## src/rtl/conv_tile_sequencer.sv

```systemverilog
`default_nettype none
// ============================================================================
// Module : conv_tile_sequencer
// Loads N weight/activation tiles, runs the core per tile and writes the sum.
// Rev    : 1.0
// ============================================================================
module conv_tile_sequencer #(
  parameter int         WORD_SIZE    = 64,
  parameter int         SRAM_DEPTH   = 64,
  parameter logic [6:0] IDX_SENTINEL = 7'h7F,
  parameter int         RES_WIDTH    = 20,
  parameter int         ACC_WIDTH    = 32,
  parameter int         DONE_TIMEOUT = 4096,
  localparam int        AW           = $clog2(SRAM_DEPTH),
  localparam int        TW           = $clog2(DONE_TIMEOUT)
) (
  input  logic                 clk,
  input  logic                 reset,
  input  logic                 cmd_start,
  input  logic [7:0]           cfg_num_tiles,
  input  logic [AW-1:0]        cfg_pe_row,
  input  logic [7:0]           cfg_out_addr,
  output logic                 busy,
  output logic                 cmd_done,
  output logic                 err_timeout,
  output logic                 fetch_req,
  output logic [7:0]           fetch_tile,
  output logic [AW-1:0]        fetch_addr,
  input  logic                 fetch_valid,
  input  logic [7:0]           fetch_idx,
  input  logic [WORD_SIZE-1:0] fetch_val,
  input  logic [WORD_SIZE-1:0] fetch_act,
  output logic                 wr_compressed,
  output logic [AW-1:0]        wr_comp_row,
  output logic [AW-1:0]        wr_comp_idx,
  output logic [AW-1:0]        wr_comp_ptr,
  output logic [WORD_SIZE-1:0] wr_comp_val,
  output logic                 act_wr_en,
  output logic [AW-1:0]        act_wr_addr,
  output logic [WORD_SIZE-1:0] act_wr_data,
  output logic                 acc_start,
  input  logic                 acc_done,
  input  logic [RES_WIDTH-1:0] pe0_result,
  output logic                 out_wr_en,
  output logic [7:0]           out_wr_addr,
  output logic [ACC_WIDTH-1:0] out_wr_data,
  output logic [AW:0]          tile_nz_count,
  output logic [7:0]           tiles_done
);

  typedef enum logic [2:0] {
    S_IDLE  = 3'd0,
    S_LOAD  = 3'd1,
    S_START = 3'd2,
    S_WAIT  = 3'd3,
    S_WRITE = 3'd4,
    S_DONE  = 3'd5
  } state_t;

  state_t               state;
  logic [7:0]           num_tiles;
  logic [AW:0]          nz;
  logic [TW-1:0]        tmo;
  logic [ACC_WIDTH-1:0] acc;
  logic [ACC_WIDTH-1:0] acc_sum;
  logic                 is_sentinel;
  logic                 last_addr;
  logic                 last_tile;
  logic                 unused_idx_msb;

  assign is_sentinel    = (fetch_idx[6:0] == IDX_SENTINEL);
  assign last_addr      = (fetch_addr == AW'(SRAM_DEPTH - 1));
  assign last_tile      = (fetch_tile == num_tiles - 8'd1);
  assign acc_sum        = acc + {{(ACC_WIDTH-RES_WIDTH){pe0_result[RES_WIDTH-1]}}, pe0_result};
  assign unused_idx_msb = fetch_idx[7];

  // fetch_tile and fetch_addr double as the tile and entry counters.
  always_ff @(posedge clk or posedge reset) begin
    if (reset) begin
      state         <= S_IDLE;
      num_tiles     <= '0;
      nz            <= '0;
      tmo           <= '0;
      acc           <= '0;
      busy          <= 1'b0;
      cmd_done      <= 1'b0;
      err_timeout   <= 1'b0;
      fetch_req     <= 1'b0;
      fetch_tile    <= '0;
      fetch_addr    <= '0;
      wr_compressed <= 1'b0;
      wr_comp_row   <= '0;
      wr_comp_idx   <= '0;
      wr_comp_ptr   <= '0;
      wr_comp_val   <= '0;
      act_wr_en     <= 1'b0;
      act_wr_addr   <= '0;
      act_wr_data   <= '0;
      acc_start     <= 1'b0;
      out_wr_en     <= 1'b0;
      out_wr_addr   <= '0;
      out_wr_data   <= '0;
      tile_nz_count <= '0;
      tiles_done    <= '0;
    end else begin
      wr_compressed <= 1'b0;
      act_wr_en     <= 1'b0;
      acc_start     <= 1'b0;
      out_wr_en     <= 1'b0;
      cmd_done      <= 1'b0;
      case (state)
        S_IDLE: begin
          if (cmd_start) begin
            num_tiles   <= cfg_num_tiles;
            wr_comp_row <= cfg_pe_row;
            out_wr_addr <= cfg_out_addr;
            acc         <= '0;
            tiles_done  <= '0;
            err_timeout <= 1'b0;
            fetch_tile  <= '0;
            busy        <= 1'b1;
            if (cfg_num_tiles == 8'd0) begin
              out_wr_en   <= 1'b1;
              out_wr_data <= '0;
              state       <= S_WRITE;
            end else begin
              fetch_req  <= 1'b1;
              fetch_addr <= '0;
              nz         <= '0;
              state      <= S_LOAD;
            end
          end
        end
        S_LOAD: begin
          if (fetch_valid) begin
            wr_compressed <= 1'b1;
            wr_comp_idx   <= fetch_addr;
            wr_comp_ptr   <= fetch_idx[AW-1:0];
            wr_comp_val   <= is_sentinel ? '0 : fetch_val;
            act_wr_en     <= 1'b1;
            act_wr_addr   <= fetch_addr;
            act_wr_data   <= fetch_act;
            if (!is_sentinel) nz <= nz + (AW+1)'(1);
            if (last_addr) begin
              fetch_req <= 1'b0;
              state     <= S_START;
            end else begin
              fetch_addr <= fetch_addr + AW'(1);
            end
          end
        end
        S_START: begin
          acc_start     <= 1'b1;
          tile_nz_count <= nz;
          tmo           <= '0;
          state         <= S_WAIT;
        end
        S_WAIT: begin
          if (acc_done) begin
            acc        <= acc_sum;
            tiles_done <= tiles_done + 8'd1;
            if (last_tile) begin
              out_wr_en   <= 1'b1;
              out_wr_data <= acc_sum;
              state       <= S_WRITE;
            end else begin
              fetch_tile <= fetch_tile + 8'd1;
              fetch_addr <= '0;
              nz         <= '0;
              fetch_req  <= 1'b1;
              state      <= S_LOAD;
            end
          end else if (tmo == TW'(DONE_TIMEOUT - 1)) begin
            err_timeout <= 1'b1;
            cmd_done    <= 1'b1;
            state       <= S_DONE;
          end else begin
            tmo <= tmo + TW'(1);
          end
        end
        S_WRITE: begin
          cmd_done <= 1'b1;
          state    <= S_DONE;
        end
        S_DONE: begin
          busy  <= 1'b0;
          state <= S_IDLE;
        end
        default: state <= S_IDLE;
      endcase
    end
  end

endmodule
`default_nettype wire

```

## config.mk

```make
export PLATFORM = sky130hd
export DESIGN_NAME = conv_tile_sequencer
export DESIGN_NICKNAME = d
export VERILOG_FILES = /design/src/rtl/conv_tile_sequencer.sv
export SDC_FILE = /design/constraint.sdc
export NUM_CORES = 1
export LEC_CHECK = 0
export BUFFER_PORTS_ARGS = -buffer_cell sky130_fd_sc_hd__clkbuf_2
export CAP_MARGIN = 0
export CORE_MARGIN = 4
export CORE_UTILIZATION = 51
export DETAILED_ROUTE_END_ITERATION = 10
export PLACE_DENSITY = 0.77
export SLEW_MARGIN = 10
export SYNTH_ARGS = -nofsm -noshare
export SYNTH_HDL_FRONTEND = slang
export SYNTH_SLANG_ARGS = --single-unit
```

## constraint.sdc

```tcl
create_clock -name clk -period 11.7 [get_ports clk]
set_input_delay 2.34 -clock clk [delete_from_list [all_inputs] [get_ports clk]]
set_output_delay 2.34 -clock clk [all_outputs]
set_load 0.005 [all_outputs]
```

Word-level counts from Yosys, hierarchy flattened
Cells that the tools add are included.
{"block": "totals", "output_inout_bits": 229, "register_bits": 284, "input_bits": 183}
{"block": "classes", "n_eq_ne": 23, "n_addsub": 7, "n_mux": 64, "reduce_logical": 18}
{"operator": "$mux W32", "count": 6}
{"operator": "$pmux W32 S2", "count": 2}
{"operator": "$mux W64", "count": 1}
{"operator": "$mux W7", "count": 6}
{"operator": "$mux W6", "count": 6}
{"operator": "$add A32 B32 Y32", "count": 1}
{"operator": "$mux W8", "count": 4}
{"operator": "$pmux W8 S2", "count": 2}
{"operator": "$ne A2 B2 Y1 const B", "count": 13}
{"operator": "$mux W12", "count": 2}
{"operator": "$pmux W12 S2", "count": 1}
{"operator": "$mux W3", "count": 7}
{"operator": "$pmux W7 S3", "count": 1}
{"operator": "$reduce_and A7 Y1", "count": 3}
{"operator": "$mux W1", "count": 19}
{"operator": "$pmux W6 S3", "count": 1}
{"operator": "$add A8 B1 Y8 const B", "count": 2}
{"operator": "$pmux W3 S5", "count": 1}
{"operator": "$add A12 B1 Y12 const B", "count": 1}
{"operator": "$eq A12 B12 Y1 const B", "count": 1}
{"operator": "$reduce_and A4 Y1", "count": 3}
{"operator": "$eq A8 B8 Y1", "count": 1}
{"operator": "$logic_not A8 Y1", "count": 1}
{"operator": "$pmux W1 S2", "count": 4}
{"operator": "other kinds (16)", "count": 23}

Logic depth before layout (Yosys ltp)
{"block": "logic_depth", "depth_word": 5, "ltp_mapped": 12, "depth_no_buf": 12}

Least setup slack after synthesis
OpenSTA, ideal clock, no wires.
{"block": "synth_timing", "path_type": "input to register", "startpoint": "input port pe0_result[0]", "endpoint": "register acc[28]", "stages": 11, "setup_time_ns": 0.121, "arrival_time_ns": 4.578, "required_time_ns": 11.579, "path_slack_ns": 7.001, "cell_sequence": "ha_1 > fa_1 > a21o_1 > a21oi_2 > o21ai_1 > a41oi_2 > o21bai_1 > a211oi_2 > o21ai_1 > xor2_1 > a22o_1"}
{"block": "synth_between", "elab_chain_len": 3}
{"element": "start, declared", "line": "43", "text": "input logic [RES_WIDTH-1:0] pe0_result,"}
{"element": "$add A32 B32 Y32", "line": "74", "text": "assign acc_sum = acc + {{(ACC_WIDTH-RES_WIDTH){pe0_result[RES_WIDTH-1]}}, pe0_result};"}
{"element": "$mux W32", "line": "159", "text": "if (acc_done) begin"}
{"element": "$pmux W32 S2", "line": "111", "text": "case (state)"}
{"element": "end signal, assigned", "line": "160", "text": "acc <= acc_sum;"}
{"element": "end, declared", "line": "64", "text": "logic [ACC_WIDTH-1:0] acc;"}
Every way passes these cells. The select of a mux whose other input is x is not followed.
A chain may end at the register's enable or synchronous reset.

Worst setup path in the final report
{"block": "layout_timing", "startpoint": "input port pe0_result[0]", "endpoint": "register out_wr_data[26]"}
{"block": "layout_between", "elab_chain_len": 4}
{"element": "$add A32 B32 Y32", "line": "74"}
{"element": "$mux W32", "line": "162", "text": "if (last_tile) begin"}
{"element": "$mux W32", "line": "159"}
{"element": "$pmux W32 S2", "line": "111"}
{"element": "end signal, assigned", "line": "164", "text": "out_wr_data <= acc_sum;"}
{"element": "end, declared", "line": "46", "text": "output logic [ACC_WIDTH-1:0] out_wr_data,"}
Every way passes these cells. The select of a mux whose other input is x is not followed.

==> flow_metrics.py <==
metrics = {
    "status": {
        "outcome": "finished clean",
    },
    "sta": {
        "maxSlewHeadroom": 0.289,
        "finalMaxSlewViolations": 0,
        "timing.fmax_mhz": 216,
        "worst-slew-pin-transition_ns": 1.06,
        "count_of_endpoints_failing_hold_in_the_final_timing_report": 0,
        "hold_ws_ns": 0.474,
        "final.min_clock_period_ns": 4.63,
        "setup_repair_after_global_routing_missed_its_margin": "no",
        "layout_setup_ws_ns": 7.07,
        "timing.setup.tns_ns": 0,
        "finClkSkew_ns": 0.0107,
        "setup-violations-final": 0,
        "final.period_utilization": 0.395,
    },
    "clock_network": {
        "cts-buffers-inserted": 30,
        "clk_root_buffer_cell": "sky130_fd_sc_hd__clkbuf_16",
        "worstSkewPairLatency_ns": 0.55,
        "cts_tree": "done",
        "cts.path.max_buffers": 3,
        "path_clk_slew_ns": 0.06,
        "post_cts.repair.setup_buffers": 0,
        "tritoncts_num_sinks": 284,
        "post_cts_resized": 0,
        "post_cts_hold_buffer_count": 0,
        "htree_levels": 1,
    },
    "layout": {
        "nNetsFinal": 1900,
        "final.fill_count": 2118,
        "antenna-diode-count": 0,
        "flow.area_growth_from_synthesis_pct": 25.7,
        "proportion_of_layout_cells_with_a_drive_suffix_above_1": 0.308,
        "postLayoutCellArea_um2": 16300,
        "utilization": 0.648,
        "layout_commonest_cell": "sky130_fd_sc_hd__clkbuf_2",
        "layout_common_cells": "sky130_fd_sc_hd__clkbuf_2 (410), sky130_fd_sc_hd__nand2_1 (354), sky130_fd_sc_hd__dfrtp_1 (284), sky130_fd_sc_hd__a22o_1 (75), sky130_fd_sc_hd__o21ai_0 (66)",
    },
    "place": {
        "dp_slack_ns": 6.56,
        "detailedPlacementHpwl_um": 27200,
        "place_congestion": 0.882,
        "port_buffers": 410,
        "placedInstanceArea_um2": 15200,
    },
    "worst_setup_path": {
        "critical_path.max_fanout": 5,
        "data_arrival_time_of_the_critical_path_ns": 5.12,
        "timing.critical_path.from_type": "primary input",
        "cpMostUsedCell": "sky130_fd_sc_hd__o21ai_1",
        "path_class": "primary input to flip-flop",
        "critical_path.max_stage_delay_ns": 0.43,
        "worst_path_max_delay_cell": "sky130_fd_sc_hd__a211oi_2",
        "crit_chain": "clkbuf_2, ha_1, fa_1, a21o_1, a21oi_2, o21ai_1, a41oi_2, o21bai_1, a211oi_2, o21ai_1, xnor2_1, nand3_1, nand2_1",
        "timing.critical_path.to_type": "flip-flop",
        "critPathTopFamily": "compound AO/OA/AOI/OAI gates",
        "worst_ep_required_time_ns": 12.19,
        "timing.critical_path.buf_inv": 1,
    },
    "power": {
        "p_leak_nw": 8.57,
        "cellPowerDensity_nw_per_um2": 258,
        "ir_drop_uv": 149,
    },
    "job": {
        "max_cap_violations": 0,
    },
    "synthesis": {
        "synth.top_cells.by_area": "sky130_fd_sc_hd__dfrtp_1 (55%), sky130_fd_sc_hd__nand2_1 (10%), sky130_fd_sc_hd__a22o_1 (5.1%)",
        "synthDistinctLibCells": 61,
        "synth-seq-cells": 284,
        "synth_cells": 1299,
        "async_reset_ff_frac": 1.00,
        "synth-main-ff-cell": "sky130_fd_sc_hd__dfrtp_1",
        "synth_edf_count": 0,
        "synth_warnings": 0,
        "synthDominantAreaCellType": "sky130_fd_sc_hd__dfrtp_1",
        "syn_area_um2": 13000,
        "synthesis.area_per_instance_um2": 9.97,
        "yosysSeqAreaShare": 0.549,
        "netlist.area_leader.share": 0.549,
        "postSynthNetCount": 1520,
    },
    "drt": {
        "postRouteWirelength_um": 37600,
        "remaining_drc_errors": 0,
        "antenna_violating_nets_post_route": 0,
        "drt_first_pass_iters": 5,
        "route.detailed.wl_per_inst_um": 18.5,
        "vias": 11000,
        "post_drt_via_cell_ratio": 5.43,
        "initialDrtViolationCount": 861,
    },
    "floorplanning": {
        "floorplan.initialDensity": 0.516,
        "dieHeight_um": 167,
        "overall_die_area_um2": 28000,
        "core-area_um2": 25100,
        "floorplan.rows": 58,
        "top_level_ports": 412,
        "die_w_um": 167,
    },
    "global_routing": {
        "grt_overflow_total": 0,
        "grt_first_pass_wirelength_um": 59600,
        "first_global_vias": 10800,
        "grtUsageTotal": 0.261,
        "antenna_found_initial": 0,
        "grt_max_degree": 169,
    },
    "min_path": {
        "holdCritPathClass": "flip-flop to flip-flop",
    },
}
## stage by stage
step	std cells	power (mW)
after floorplan	1299	2.54
after global placement	1977	3.15
after detailed placement	1977	3.21
after CTS	2032	4.23
after global routing	2032	4.48
final	2032	4.20
## sequential cells by signal (all words and copies together) (netlist names), 3 cells and up
name	count
tiles_done	8
fetch_addr	6
act_wr_addr	6
tile_nz_count	7
act_wr_data	64
out_wr_data	32
state	3
out_wr_addr	8
wr_comp_row	6
wr_comp_ptr	6
nz	7
num_tiles	8
wr_comp_val	64
tmo	12
fetch_tile	8
acc	32
## worst register-to-register path, cell delays in order (launching register included)
cell	delay, ns
sky130_fd_sc_hd__dfrtp_1	0.38
sky130_fd_sc_hd__ha_1	0.21
sky130_fd_sc_hd__fa_1	0.41
sky130_fd_sc_hd__a21o_1	0.19
sky130_fd_sc_hd__a21oi_2	0.20
sky130_fd_sc_hd__o21ai_1	0.12
sky130_fd_sc_hd__a41oi_2	0.31
sky130_fd_sc_hd__o21bai_1	0.18
sky130_fd_sc_hd__a211oi_2	0.43
sky130_fd_sc_hd__o21ai_1	0.15
sky130_fd_sc_hd__xnor2_1	0.29
sky130_fd_sc_hd__nand3_1	0.13
sky130_fd_sc_hd__nand2_1	0.08
## power breakdown
part           switching [mW]  internal [mW]  total [mW]  leakage (nW)
clock network           0.407          0.598        1.01         0.499
registers               0.268           1.36        1.63          3.66
logic                   0.893          0.674        1.57          4.40
## per-layer routing
layer	vias to the layer above	global-route usage	wire, µm
met5	-	0	0
met3	62	0.0619	2930
met4	0	0.0628	871
met1	5328	0.354	15800
li1	5252	-	-
met2	382	0.428	18000
## cell usage after synthesis (2+ instances only)
library cell / count
sky130_fd_sc_hd__nand2_1: 355
sky130_fd_sc_hd__a22o_1: 75
sky130_fd_sc_hd__o31ai_1: 14
sky130_fd_sc_hd__mux2i_1: 2
sky130_fd_sc_hd__mux2_2: 28
sky130_fd_sc_hd__or4_1: 3
sky130_fd_sc_hd__a221oi_1: 3
sky130_fd_sc_hd__and3_1: 8
sky130_fd_sc_hd__o21ai_0: 66
sky130_fd_sc_hd__inv_1: 24
sky130_fd_sc_hd__a21oi_2: 4
sky130_fd_sc_hd__a21o_1: 17
sky130_fd_sc_hd__buf_4: 7
sky130_fd_sc_hd__nor2b_1: 6
sky130_fd_sc_hd__or3_1: 12
sky130_fd_sc_hd__nand4_1: 15
sky130_fd_sc_hd__nor3_1: 9
sky130_fd_sc_hd__a211oi_2: 3
sky130_fd_sc_hd__o21a_1: 4
sky130_fd_sc_hd__o21bai_1: 8
sky130_fd_sc_hd__xnor2_1: 26
sky130_fd_sc_hd__dfrtp_1: 284
sky130_fd_sc_hd__nand3_1: 23
sky130_fd_sc_hd__ha_1: 37
sky130_fd_sc_hd__a211o_1: 3
sky130_fd_sc_hd__xor2_1: 26
sky130_fd_sc_hd__and4_1: 7
sky130_fd_sc_hd__clkbuf_1: 52
sky130_fd_sc_hd__a31oi_1: 5
sky130_fd_sc_hd__a21oi_1: 40
sky130_fd_sc_hd__nor2_1: 50
sky130_fd_sc_hd__nand2b_1: 3
sky130_fd_sc_hd__nor2_2: 3
sky130_fd_sc_hd__a32o_1: 2
sky130_fd_sc_hd__buf_1: 5
sky130_fd_sc_hd__buf_2: 7
sky130_fd_sc_hd__and2_1: 5
sky130_fd_sc_hd__o21ai_1: 35
## worst paths after layout
path	end	from	slack [ns]	cells after the start
hold / removal	act_wr_data[12]	act_wr_data[12]	0.47	2
hold reg to reg	act_wr_data[12]	act_wr_data[12]	0.47	2
setup / recovery	out_wr_data[26]	pe0_result[0]	7.07	13
setup reg to reg	out_wr_data[26]	acc[0]	8.57	12
min in group asynchronous	act_wr_data[63]	reset	1.91	2
max in group asynchronous	out_wr_data[11]	reset	8.29	3
## kinds of logic after synthesis
| group | Yosys count | synth area share |
|---|---|---|
| adder cells (fa/ha/maj) | 38 | 0.0373 |
| buffers and inverters | 96 | 0.0305 |
| AO/OA/AOI/OAI | 294 | 0.157 |
| XOR/XNOR | 52 | 0.0352 |
| flip-flops | 284 | 0.549 |
| multiplexers | 30 | 0.0259 |
| AND/OR/NAND/NOR | 505 | 0.165 |
## area by class of cell
type                            count  area [µm²]  share of cell area
Timing Repair Buffer              419        2130               0.131
Multi-Input combinational cell    919        5480               0.337
Tap cell                          330         413              0.0254
Clock buffer                       41         852              0.0523
Sequential cell                   284        7110               0.437
Clock inverter                     14         194              0.0119
Inverter                           25         101             0.00623
(Power assumes the default switching activity.)
